## config.mk

```make
export PLATFORM = sky130hd
export DESIGN_NAME = noc_initiator_flat
export DESIGN_NICKNAME = d
export VERILOG_FILES = /design/src/rtl/noc_initiator_if.sv /design/src/rtl/noc_initiator.sv /design/src/flat_wrapper.sv
export SDC_FILE = /design/constraint.sdc
export NUM_CORES = 1
export LEC_CHECK = 0
export ABC_AREA = 0
export BUFFER_PORTS_ARGS = -buffer_cell sky130_fd_sc_hd__buf_4
export CAP_MARGIN = 30
export CORE_ASPECT_RATIO = 1.75
export CORE_MARGIN = 1
export CORE_UTILIZATION = 53
export CTS_BUF_LIST = sky130_fd_sc_hd__clkbuf_16
export DETAILED_ROUTE_END_ITERATION = 12
export PLACE_DENSITY = 0.77
export SLEW_MARGIN = 20
export SYNTH_ARGS = -nofsm -noshare
export SYNTH_HDL_FRONTEND = slang
export SYNTH_SLANG_ARGS = --single-unit
```

## constraint.sdc

```tcl
create_clock -name clk -period 9.06 [get_ports clk]
set_clock_uncertainty 0.1 [all_clocks]
set_input_delay 0 -clock clk [delete_from_list [all_inputs] [get_ports clk]]
set_output_delay 0 -clock clk [all_outputs]
set_load 0.05 [all_outputs]
```

## src/rtl/noc_initiator_if.sv

```systemverilog
// Request/response and NoC byte-link signals of the NoC initiator.
// The initiator block uses the slave modport; its requester and switch use master.
interface noc_initiator_if;
   logic        noc_to_dev_ctl;
   logic [7:0]  noc_to_dev_data;
   logic        noc_from_dev_ctl;
   logic [7:0]  noc_from_dev_data;
   logic        req_valid;
   logic        req_ready;
   logic        req_write;
   logic [7:0]  req_dest;
   logic [31:0] req_addr;
   logic [1:0]  req_alen;
   logic [1:0]  req_dlen;
   logic [63:0] req_wdata;
   logic        rsp_valid;
   logic        rsp_err;
   logic [7:0]  rsp_cmd;
   logic [63:0] rsp_rdata;

   modport slave (
      output noc_to_dev_ctl, noc_to_dev_data, req_ready,
             rsp_valid, rsp_err, rsp_cmd, rsp_rdata,
      input  noc_from_dev_ctl, noc_from_dev_data, req_valid, req_write,
             req_dest, req_addr, req_alen, req_dlen, req_wdata
   );

   modport master (
      input  noc_to_dev_ctl, noc_to_dev_data, req_ready,
             rsp_valid, rsp_err, rsp_cmd, rsp_rdata,
      output noc_from_dev_ctl, noc_from_dev_data, req_valid, req_write,
             req_dest, req_addr, req_alen, req_dlen, req_wdata
   );
endinterface

```

## src/rtl/noc_initiator.sv

```systemverilog
// NoC initiator: serialises one read/write request into a byte packet toward
// the switch, then collects the response packet and reports completion.
module noc_initiator #(
   parameter int TIMEOUT = 1023
) (
   input  logic           clk,
   input  logic           reset,
   noc_initiator_if.slave bus
);
   typedef enum logic [2:0] {IDLE, HDR, DEST, ADDR, WDAT, WAIT, RESP} state_t;

   localparam logic [9:0] TO_LIM = 10'(TIMEOUT);

   state_t      state, state_n;
   logic [2:0]  cnt, cnt_n;
   logic [9:0]  tcnt, tcnt_n;
   logic        rx_full, rx_full_n;
   logic        rx_ovf, rx_ovf_n;
   logic        wr_q, wr_n;
   logic [7:0]  dest_q, dest_n;
   logic [31:0] addr_q, addr_n;
   logic [1:0]  alen_q, alen_n;
   logic [1:0]  dlen_q, dlen_n;
   logic [63:0] wdata_q, wdata_n;
   logic        tx_ctl_n;
   logic [7:0]  tx_data_n;
   logic        ready_n;
   logic        rsp_valid_n;
   logic        rsp_err_n;
   logic [7:0]  rsp_cmd_n;
   logic [63:0] rsp_rdata_n;
   logic        accept;
   logic        rx_bad;
   logic [2:0]  alast;
   logic [2:0]  dlast;
   logic [3:0]  dbytes;

   assign accept = bus.req_valid && bus.req_ready;
   assign alast  = 3'((4'd1 << alen_q) - 4'd1);
   assign dlast  = 3'((4'd1 << dlen_q) - 4'd1);
   assign dbytes = 4'd1 << dlen_q;

   // rx_full marks that all eight rdata slots are used (cnt has wrapped to 0)
   always_comb begin
      if (wr_q) begin
         rx_bad = (bus.rsp_cmd[2:0] != 3'b100) || rx_full || (cnt != 3'd0);
      end else begin
         rx_bad = (bus.rsp_cmd[2:0] != 3'b011) || rx_ovf ||
                  (rx_full ? (dlen_q != 2'b11) : ({1'b0, cnt} != dbytes));
      end
   end

   always_comb begin
      state_n     = state;
      cnt_n       = cnt;
      tcnt_n      = tcnt;
      rx_full_n   = rx_full;
      rx_ovf_n    = rx_ovf;
      wr_n        = wr_q;
      dest_n      = dest_q;
      addr_n      = addr_q;
      alen_n      = alen_q;
      dlen_n      = dlen_q;
      wdata_n     = wdata_q;
      tx_ctl_n    = 1'b1;
      tx_data_n   = 8'h00;
      rsp_valid_n = 1'b0;
      rsp_err_n   = 1'b0;
      rsp_cmd_n   = bus.rsp_cmd;
      rsp_rdata_n = bus.rsp_rdata;

      // Wire outputs are registered, so each branch drives the byte of the state being entered
      case (state)
         IDLE: begin
            if (accept) begin
               if (bus.req_alen == 2'b11) begin
                  rsp_valid_n = 1'b1;
                  rsp_err_n   = 1'b1;
                  rsp_cmd_n   = 8'h00;
                  rsp_rdata_n = 64'h0;
               end else begin
                  state_n   = HDR;
                  cnt_n     = 3'd0;
                  wr_n      = bus.req_write;
                  dest_n    = bus.req_dest;
                  addr_n    = bus.req_addr;
                  alen_n    = bus.req_alen;
                  dlen_n    = bus.req_dlen;
                  wdata_n   = bus.req_wdata;
                  tx_data_n = {1'b0, bus.req_dlen, bus.req_alen,
                               bus.req_write ? 3'b010 : 3'b001};
               end
            end
         end
         HDR: begin
            state_n   = DEST;
            cnt_n     = 3'd0;
            tx_ctl_n  = 1'b0;
            tx_data_n = dest_q;
         end
         DEST: begin
            state_n   = ADDR;
            cnt_n     = 3'd0;
            tx_ctl_n  = 1'b0;
            tx_data_n = addr_q[7:0];
         end
         ADDR: begin
            if (cnt == alast) begin
               cnt_n  = 3'd0;
               tcnt_n = 10'd0;
               if (wr_q) begin
                  state_n   = WDAT;
                  tx_ctl_n  = 1'b0;
                  tx_data_n = wdata_q[7:0];
               end else begin
                  state_n = WAIT;
               end
            end else begin
               cnt_n     = cnt + 3'd1;
               tx_ctl_n  = 1'b0;
               tx_data_n = addr_q[{cnt_n[1:0], 3'b000} +: 8];
            end
         end
         WDAT: begin
            if (cnt == dlast) begin
               state_n = WAIT;
               cnt_n   = 3'd0;
               tcnt_n  = 10'd0;
            end else begin
               cnt_n     = cnt + 3'd1;
               tx_ctl_n  = 1'b0;
               tx_data_n = wdata_q[{cnt_n, 3'b000} +: 8];
            end
         end
         WAIT: begin
            tcnt_n = tcnt + 10'd1;
            if (bus.noc_from_dev_ctl && (bus.noc_from_dev_data != 8'h00)) begin
               state_n     = RESP;
               rsp_cmd_n   = bus.noc_from_dev_data;
               rsp_rdata_n = 64'h0;
               cnt_n       = 3'd0;
               tcnt_n      = 10'd0;
               rx_full_n   = 1'b0;
               rx_ovf_n    = 1'b0;
            end else if (tcnt_n == TO_LIM) begin
               state_n     = IDLE;
               rsp_valid_n = 1'b1;
               rsp_err_n   = 1'b1;
               rsp_cmd_n   = 8'h00;
            end
         end
         RESP: begin
            if (!bus.noc_from_dev_ctl) begin
               if (rx_full) begin
                  rx_ovf_n = 1'b1;
               end else begin
                  rsp_rdata_n[{cnt, 3'b000} +: 8] = bus.noc_from_dev_data;
                  cnt_n = cnt + 3'd1;
                  if (cnt == 3'd7) rx_full_n = 1'b1;
               end
            end else begin
               state_n     = IDLE;
               rsp_valid_n = 1'b1;
               rsp_err_n   = rx_bad || (bus.noc_from_dev_data != 8'h00);
            end
         end
         default: state_n = IDLE;
      endcase

      // Hold off the next request during the completion pulse
      ready_n = (state_n == IDLE) && !rsp_valid_n;
   end

   always_ff @(posedge clk or negedge reset) begin
      if (!reset) begin
         state               <= IDLE;
         cnt                 <= 3'd0;
         tcnt                <= 10'd0;
         rx_full             <= 1'b0;
         rx_ovf              <= 1'b0;
         bus.noc_to_dev_ctl  <= 1'b1;
         bus.noc_to_dev_data <= 8'h00;
         bus.req_ready       <= 1'b0;
         bus.rsp_valid       <= 1'b0;
         bus.rsp_err         <= 1'b0;
         bus.rsp_cmd         <= 8'h00;
         bus.rsp_rdata       <= 64'h0;
      end else begin
         state               <= state_n;
         cnt                 <= cnt_n;
         tcnt                <= tcnt_n;
         rx_full             <= rx_full_n;
         rx_ovf              <= rx_ovf_n;
         bus.noc_to_dev_ctl  <= tx_ctl_n;
         bus.noc_to_dev_data <= tx_data_n;
         bus.req_ready       <= ready_n;
         bus.rsp_valid       <= rsp_valid_n;
         bus.rsp_err         <= rsp_err_n;
         bus.rsp_cmd         <= rsp_cmd_n;
         bus.rsp_rdata       <= rsp_rdata_n;
      end
   end

   always_ff @(posedge clk) begin
      wr_q    <= wr_n;
      dest_q  <= dest_n;
      addr_q  <= addr_n;
      alen_q  <= alen_n;
      dlen_q  <= dlen_n;
      wdata_q <= wdata_n;
   end
endmodule

```

## src/flat_wrapper.sv

```systemverilog
// flat-port wrapper written by rule: the top's interface ports become plain ports
module noc_initiator_flat 
#(
   parameter int TIMEOUT = 1023
)
  (clk, reset, bus_noc_to_dev_ctl, bus_noc_to_dev_data, bus_req_ready, bus_rsp_valid, bus_rsp_err, bus_rsp_cmd, bus_rsp_rdata, bus_noc_from_dev_ctl, bus_noc_from_dev_data, bus_req_valid, bus_req_write, bus_req_dest, bus_req_addr, bus_req_alen, bus_req_dlen, bus_req_wdata);
  noc_initiator_if bus_i ();
  input  logic clk;
  input  logic reset;
  output wire logic [$bits(bus_i.noc_to_dev_ctl)-1:0] bus_noc_to_dev_ctl;
  output wire logic [$bits(bus_i.noc_to_dev_data)-1:0] bus_noc_to_dev_data;
  output wire logic [$bits(bus_i.req_ready)-1:0] bus_req_ready;
  output wire logic [$bits(bus_i.rsp_valid)-1:0] bus_rsp_valid;
  output wire logic [$bits(bus_i.rsp_err)-1:0] bus_rsp_err;
  output wire logic [$bits(bus_i.rsp_cmd)-1:0] bus_rsp_cmd;
  output wire logic [$bits(bus_i.rsp_rdata)-1:0] bus_rsp_rdata;
  input wire logic [$bits(bus_i.noc_from_dev_ctl)-1:0] bus_noc_from_dev_ctl;
  input wire logic [$bits(bus_i.noc_from_dev_data)-1:0] bus_noc_from_dev_data;
  input wire logic [$bits(bus_i.req_valid)-1:0] bus_req_valid;
  input wire logic [$bits(bus_i.req_write)-1:0] bus_req_write;
  input wire logic [$bits(bus_i.req_dest)-1:0] bus_req_dest;
  input wire logic [$bits(bus_i.req_addr)-1:0] bus_req_addr;
  input wire logic [$bits(bus_i.req_alen)-1:0] bus_req_alen;
  input wire logic [$bits(bus_i.req_dlen)-1:0] bus_req_dlen;
  input wire logic [$bits(bus_i.req_wdata)-1:0] bus_req_wdata;
  assign bus_noc_to_dev_ctl = bus_i.noc_to_dev_ctl;
  assign bus_noc_to_dev_data = bus_i.noc_to_dev_data;
  assign bus_req_ready = bus_i.req_ready;
  assign bus_rsp_valid = bus_i.rsp_valid;
  assign bus_rsp_err = bus_i.rsp_err;
  assign bus_rsp_cmd = bus_i.rsp_cmd;
  assign bus_rsp_rdata = bus_i.rsp_rdata;
  assign bus_i.noc_from_dev_ctl = bus_noc_from_dev_ctl;
  assign bus_i.noc_from_dev_data = bus_noc_from_dev_data;
  assign bus_i.req_valid = bus_req_valid;
  assign bus_i.req_write = bus_req_write;
  assign bus_i.req_dest = bus_req_dest;
  assign bus_i.req_addr = bus_req_addr;
  assign bus_i.req_alen = bus_req_alen;
  assign bus_i.req_dlen = bus_req_dlen;
  assign bus_i.req_wdata = bus_req_wdata;
  noc_initiator #(.TIMEOUT(TIMEOUT)) u_core (.clk(clk), .reset(reset), .bus(bus_i));
endmodule
```

After elaboration in Yosys (flattened, before gate mapping)
Cells that the tools add are included.
- input port bits: 121
- register bits: 211
- logic and storage cells: 143
- shift operators: 6
- muxes and demuxes: 62
- add/subtract/negate cells: 5
- equal/unequal tests: 25
- bitwise operators: 1
- reductions and logical operators: 26
- operators by type and width (cell ; count):
    64-bit two-way mux ; 5
    64-bit one-hot mux with 3 select lines ; 1
    64-bit bitwise mux ; 1
    8-bit two-way mux ; 8
    8-bit by 8-bit variable shift with 64-bit output (first input constant) ; 1
    64-bit by 7-bit indexed part select with 8-bit output ; 1
    8-bit by 8-bit indexed part select with 64-bit output ; 1
    3-bit two-way mux ; 14
    8-bit one-hot mux with 5 select lines ; 1
    32-bit by 6-bit indexed part select with 8-bit output ; 1
    10-bit two-way mux ; 3
    10-bit one-hot mux with 3 select lines ; 1
    3-bit one-hot mux with 7 select lines ; 1
    1-bit two-way mux ; 18
    3-bit one-hot mux with 6 select lines ; 1
    8-bit one-hot mux with 2 select lines ; 1
    3-bit == test (second input constant) ; 4
    2-bit by 1-bit inequality test with 1-bit output (second input constant) ; 6
    6-bit AND reduction ; 2
    10-bit by 1-bit adder with 10-bit output (second input constant) ; 1
    10-bit == test (second input constant) ; 1
    1-bit one-hot mux with 3 select lines ; 3
    3-bit AND reduction ; 3
    3-bit nonzero test ; 3
    other kinds (27) ; 43

Logic depth before layout (Yosys ltp)
- depth after elaboration: 8
- depth in mapped cells: 11

Least setup slack after synthesis
OpenSTA, ideal clock, no wires.
- path type: reg2reg
- start: register u_core.bus.req_ready
- end: register u_core.bus.noc_to_dev_data[5]
- arrival: 4.107 ns
- setup time: 0.087 ns
- buffers on the path: 0
- period minus slack after synthesis: 4.294 ns
- slack: 4.766 ns
- cell stages (with the launch flop): 7
- cells stage by stage: dfrtp_1 > nand3b_1 > nor3_1 > nand2_1 > inv_1 > a222oi_1 > o211ai_1
- longest elaborated chain between the ends: 3
- ends and longest elaborated chain (what ; line ; text):
    start, declared ; noc_initiator_if.sv:22 ; output noc_to_dev_ctl, noc_to_dev_data, req_ready,
    start signal, assigned ; noc_initiator.sv:196 ; bus.req_ready <= ready_n;
    1-bit logical AND ; noc_initiator.sv:38 ; assign accept = bus.req_valid && bus.req_ready;
    8-bit two-way mux ; noc_initiator.sv:75 ; if (accept) begin
    8-bit one-hot mux with 5 select lines ; noc_initiator.sv:73 ; case (state)
    net u_core.tx_data_n[5] ; noc_initiator.sv:26 ; logic [7:0] tx_data_n;
    end signal, assigned ; noc_initiator.sv:195 ; bus.noc_to_dev_data <= tx_data_n;
    end, declared ; noc_initiator_if.sv:22 ;
The timed path passes the listed nets, and every way through them passes these cells.
A chain may end at the register's enable or synchronous reset.

Worst setup path in the final report
- start: register u_core.state[2]
- end: register u_core.bus.noc_to_dev_data[1]
- longest elaborated chain between the ends: 2
- elaborated cells on any way between the ends: 6
- ends and longest elaborated chain (what ; line ; text):
    start, declared ; noc_initiator.sv:14 ; state_t state, state_n;
    start signal, assigned ; noc_initiator.sv:189 ; state <= state_n;
    3-bit == test (tied with other cells) ; noc_initiator.sv:73 ;
    8-bit one-hot mux with 5 select lines * ; noc_initiator.sv:73 ;
    net u_core.tx_data_n[1] ; noc_initiator.sv:26 ;
Mark *: on every way through the listed nets, which the timed path passes. The rest lies on a longest branch.

==> impl_metrics.yaml <==
logic_synthesis:
  mappedNetlistArea_um2: 8930
  ys.warnings.count: 0
  synth_nets: 743
  synth-edff-count: 109
  synth-async-reset-ratio_pct: 48.3
  synth-main-ff-cell: "edfxtp_1"
  synthesis.area_per_instance_um2: 14.6
  synth-seq-area-share_pct: 65.2
  synth.ff_latch_count: 211
  count_of_distinct_cell_types_in_the_synthesized_netlist: 75
  postSynthCellCount: 614
pwr:
  worst_ir_drop_vdd_mv: 0.201
  pwr_density_cell_nw_per_um2: 238
  static-leakage-power_nw: 5.20
  total_power_mw: 2.96
route:
  drc_violation_count_after_routing: 0
  dr_wl_met2_um: 14300
  top_layer_used: "met4"
  antenna_left: 0
  wirelength_met1_um: 9250
  drt-initial-drc-count: 410
  via_count: 6869
  wl_per_cell_um: 22.5
  route.detailed.vias_per_inst: 5.88
  met3WireLength_um: 1680
  drt-total-wl_um: 26300
  drt_pass1_iterations: 5
die:
  start_util_pct: 54.3
  die_area_um2: 17400
  top_level_ports: 205
  design.core.area_um2: 16400
  num_rows: 62
  die_width_um: 100
  dieHeight_um: 174
placement:
  place_congestion: 0.833
  port_buffers: 204
  dp_hpwl_um: 15800
global_routing:
  grt_max_degree: 89
  groute.usage.overall_pct: 29.3
  first_pass_grt_wire_length_um: 38600
  global_route_overflow: 0
  antenna_violations_before_repair: 1
  grt_pass1_vias: 7294
worst_setup_path:
  setup.worst_path.class: "reg2reg"
  regToRegSetupSlack_ps: 5670
  timing.critical_path.fanout_max: 64
  r2r-start: "u_core.state[2]"
  critPathRequiredTime_ps: 9380
  worst_r2r_endpoint: "u_core.bus.noc_to_dev_data[1]"
  timing.reg2reg.worst_path_depth: 8
  crit_path_end_kind: "register"
  timing.critical_path.from_type: "register"
  timing.critical_path.arrival_ps: 3710
sta:
  final_hold_viol_count: 0
  fin_crit_sh_pct: 37.4
  timing.setup.tns_ps: 0
  finalSetupViolCount: 0
  clock.fmax_mhz: 295
  post-route-min-period_ps: 3390
  unrepaired_setup_endpoints_after_global_routing: "no"
  final_max_slew_viol_count: 0
  max_slew.worst_pin.slew_ps: 1040
  slew-limit-headroom_pct: 30.9
cts:
  worst_setup_hold_path_clk_slew_ps: 70
  clk_sink_count: 211
  ctsLongestPathBuffers: 3
  numCtsBuffers: 19
  clock_tree_from_tritoncts: "built"
  post_cts_setup_buffer_count: 0
  cell_chosen_for_the_clock_root: "clkbuf_16"
  ctsHtreeMaxLevel: 1
  insertion_delay_ps: 480
finish:
  post_route_cells_drive_above_1_share_pct: 29.9
  utilization_pct: 75.8
  area_delta_synth_final_pct: 39.5
  final_nets: 1060
min_path:
  hold_crit_start: "bus_req_valid"
  hold_depth: 4
  worst_hold_path_type: "in2reg"
  worstHoldEndpoint: "u_core.cnt[1]"
run_status:
  run_status: "completed"
job:
  timing.max_cap.violations: 0
cell usage in the layout, fill, tap and decap left out, types with 6 or more instances in the layout:
master         instances
a211o_1                6
a21oi_1                8
a22o_1                46
a32o_1                 9
and3_1                 9
buf_4                207
clkbuf_16             19
dfrtp_1              100
dlygate4sd3_1        121
edfxtp_1             109
ha_1                   8
inv_1                 30
mux2i_1               11
mux4_2                24
nand2_1               30
nand3_1               12
nor2_1                24
o211ai_1               8
o21ai_0                7
o21ai_1               13
o2bb2ai_1             20
how the worst max path moves through the flow:
| stage | start | to | slack, ps |
|---|---|---|---|
| CTS | u_core.state[2] | u_core.bus.noc_to_dev_data[1] | 5470 |
| finish | u_core.state[2] | u_core.bus.noc_to_dev_data[1] | 5670 |
| global placement | u_core.state[2] | u_core.bus.noc_to_dev_data[1] | 5590 |
| floorplan | u_core.bus.req_ready | u_core.bus.noc_to_dev_data[5] | 4770 |
| detailed placement | u_core.state[2] | u_core.bus.noc_to_dev_data[1] | 5470 |
| global route | u_core.state[2] | u_core.bus.noc_to_dev_data[1] | 5520 |
flip-flops by register name (all words and copies together) (netlist names), 3 cells and up:
name and flops:
u_core.tcnt 10, u_core.addr_q 32, u_core.dest_q 8, u_core.state 3
u_core.bus.rsp_rdata 64, u_core.bus.rsp_cmd 8, u_core.cnt 3, u_core.wdata_q 64
u_core.bus.noc_to_dev_data 8
critical path: stages, from the launching register on:
cell and delay, ps:
dfrtp_1 600, nand3b_1 310, nor3_1 590, nand2_1 250, inv_4 330, buf_4 400, buf_16 330, a221o_1 250
a211o_1 110
cells in the mapped netlist, types with 11 or more instances:
cell | number | share of area (%)
nor2_1 | 24 | 1.0
nand2_1 | 30 | 1.3
a22o_1 | 46 | 4.5
buf_2 | 13 | 0.73
edfxtp_1 | 109 | 37
mux4_2 | 24 | 6.0
clkbuf_1 | 15 | 0.63
o2bb2ai_1 | 20 | 2.0
inv_1 | 26 | 1.1
dfrtp_1 | 101 | 28
mux2i_1 | 11 | 1.2
o21ai_1 | 13 | 0.73
nand3_1 | 12 | 0.67
routing by layer:
layer	global-route usage, %	up-vias
met4	14.9	0
met3	4.76	87
li1	-	3052
met2	53.0	365
met5	0	-
met1	32.4	3365
repair_timing:
action                    CTS  global route
resized for setup           0             0
hold buffers              121             1
hold endpoints to repair  216            20
stage by stage:
stage	hold slack (ps)	cells	setup slack [ps]	area, um^2
after CTS	0.189	1164	5470	12400
after floorplan	-396	614	4770	8930
after global placement	-192	1009	5590	10600
final	18.7	1168	5670	12500
after detailed placement	-185	1010	5470	10600
after global routing	28.2	1168	5520	12500
cells by family after synthesis:
kind of cell               share of synthesized area [%]
DFF                                                 65.2
AOI/OAI and AO/OA                                   15.3
and+or+nand+nor                                     7.93
buffers and inverters                               2.91
muxes                                               7.28
adders and majority gates                           1.12
xor gates and xnor gates                           0.196
final cells by class:
class,instances,area (um^2)
multi-input combinational,340,2850
tap,224,280
clock inverter,14,82.6
timing repair buffer,332,2850
fill,1003,3980
antenna,1,2.50
inverter,27,104
sequential,211,5830
clock buffer,19,475
power by group:
group / total (mW) / switching [mW] / internal (mW)
clock: 0.756 / 0.346 / 0.409
sequential: 1.20 / 0.103 / 1.09
combinational: 1.01 / 0.609 / 0.401
No activity file was read; power rests on OpenSTA's default activity.
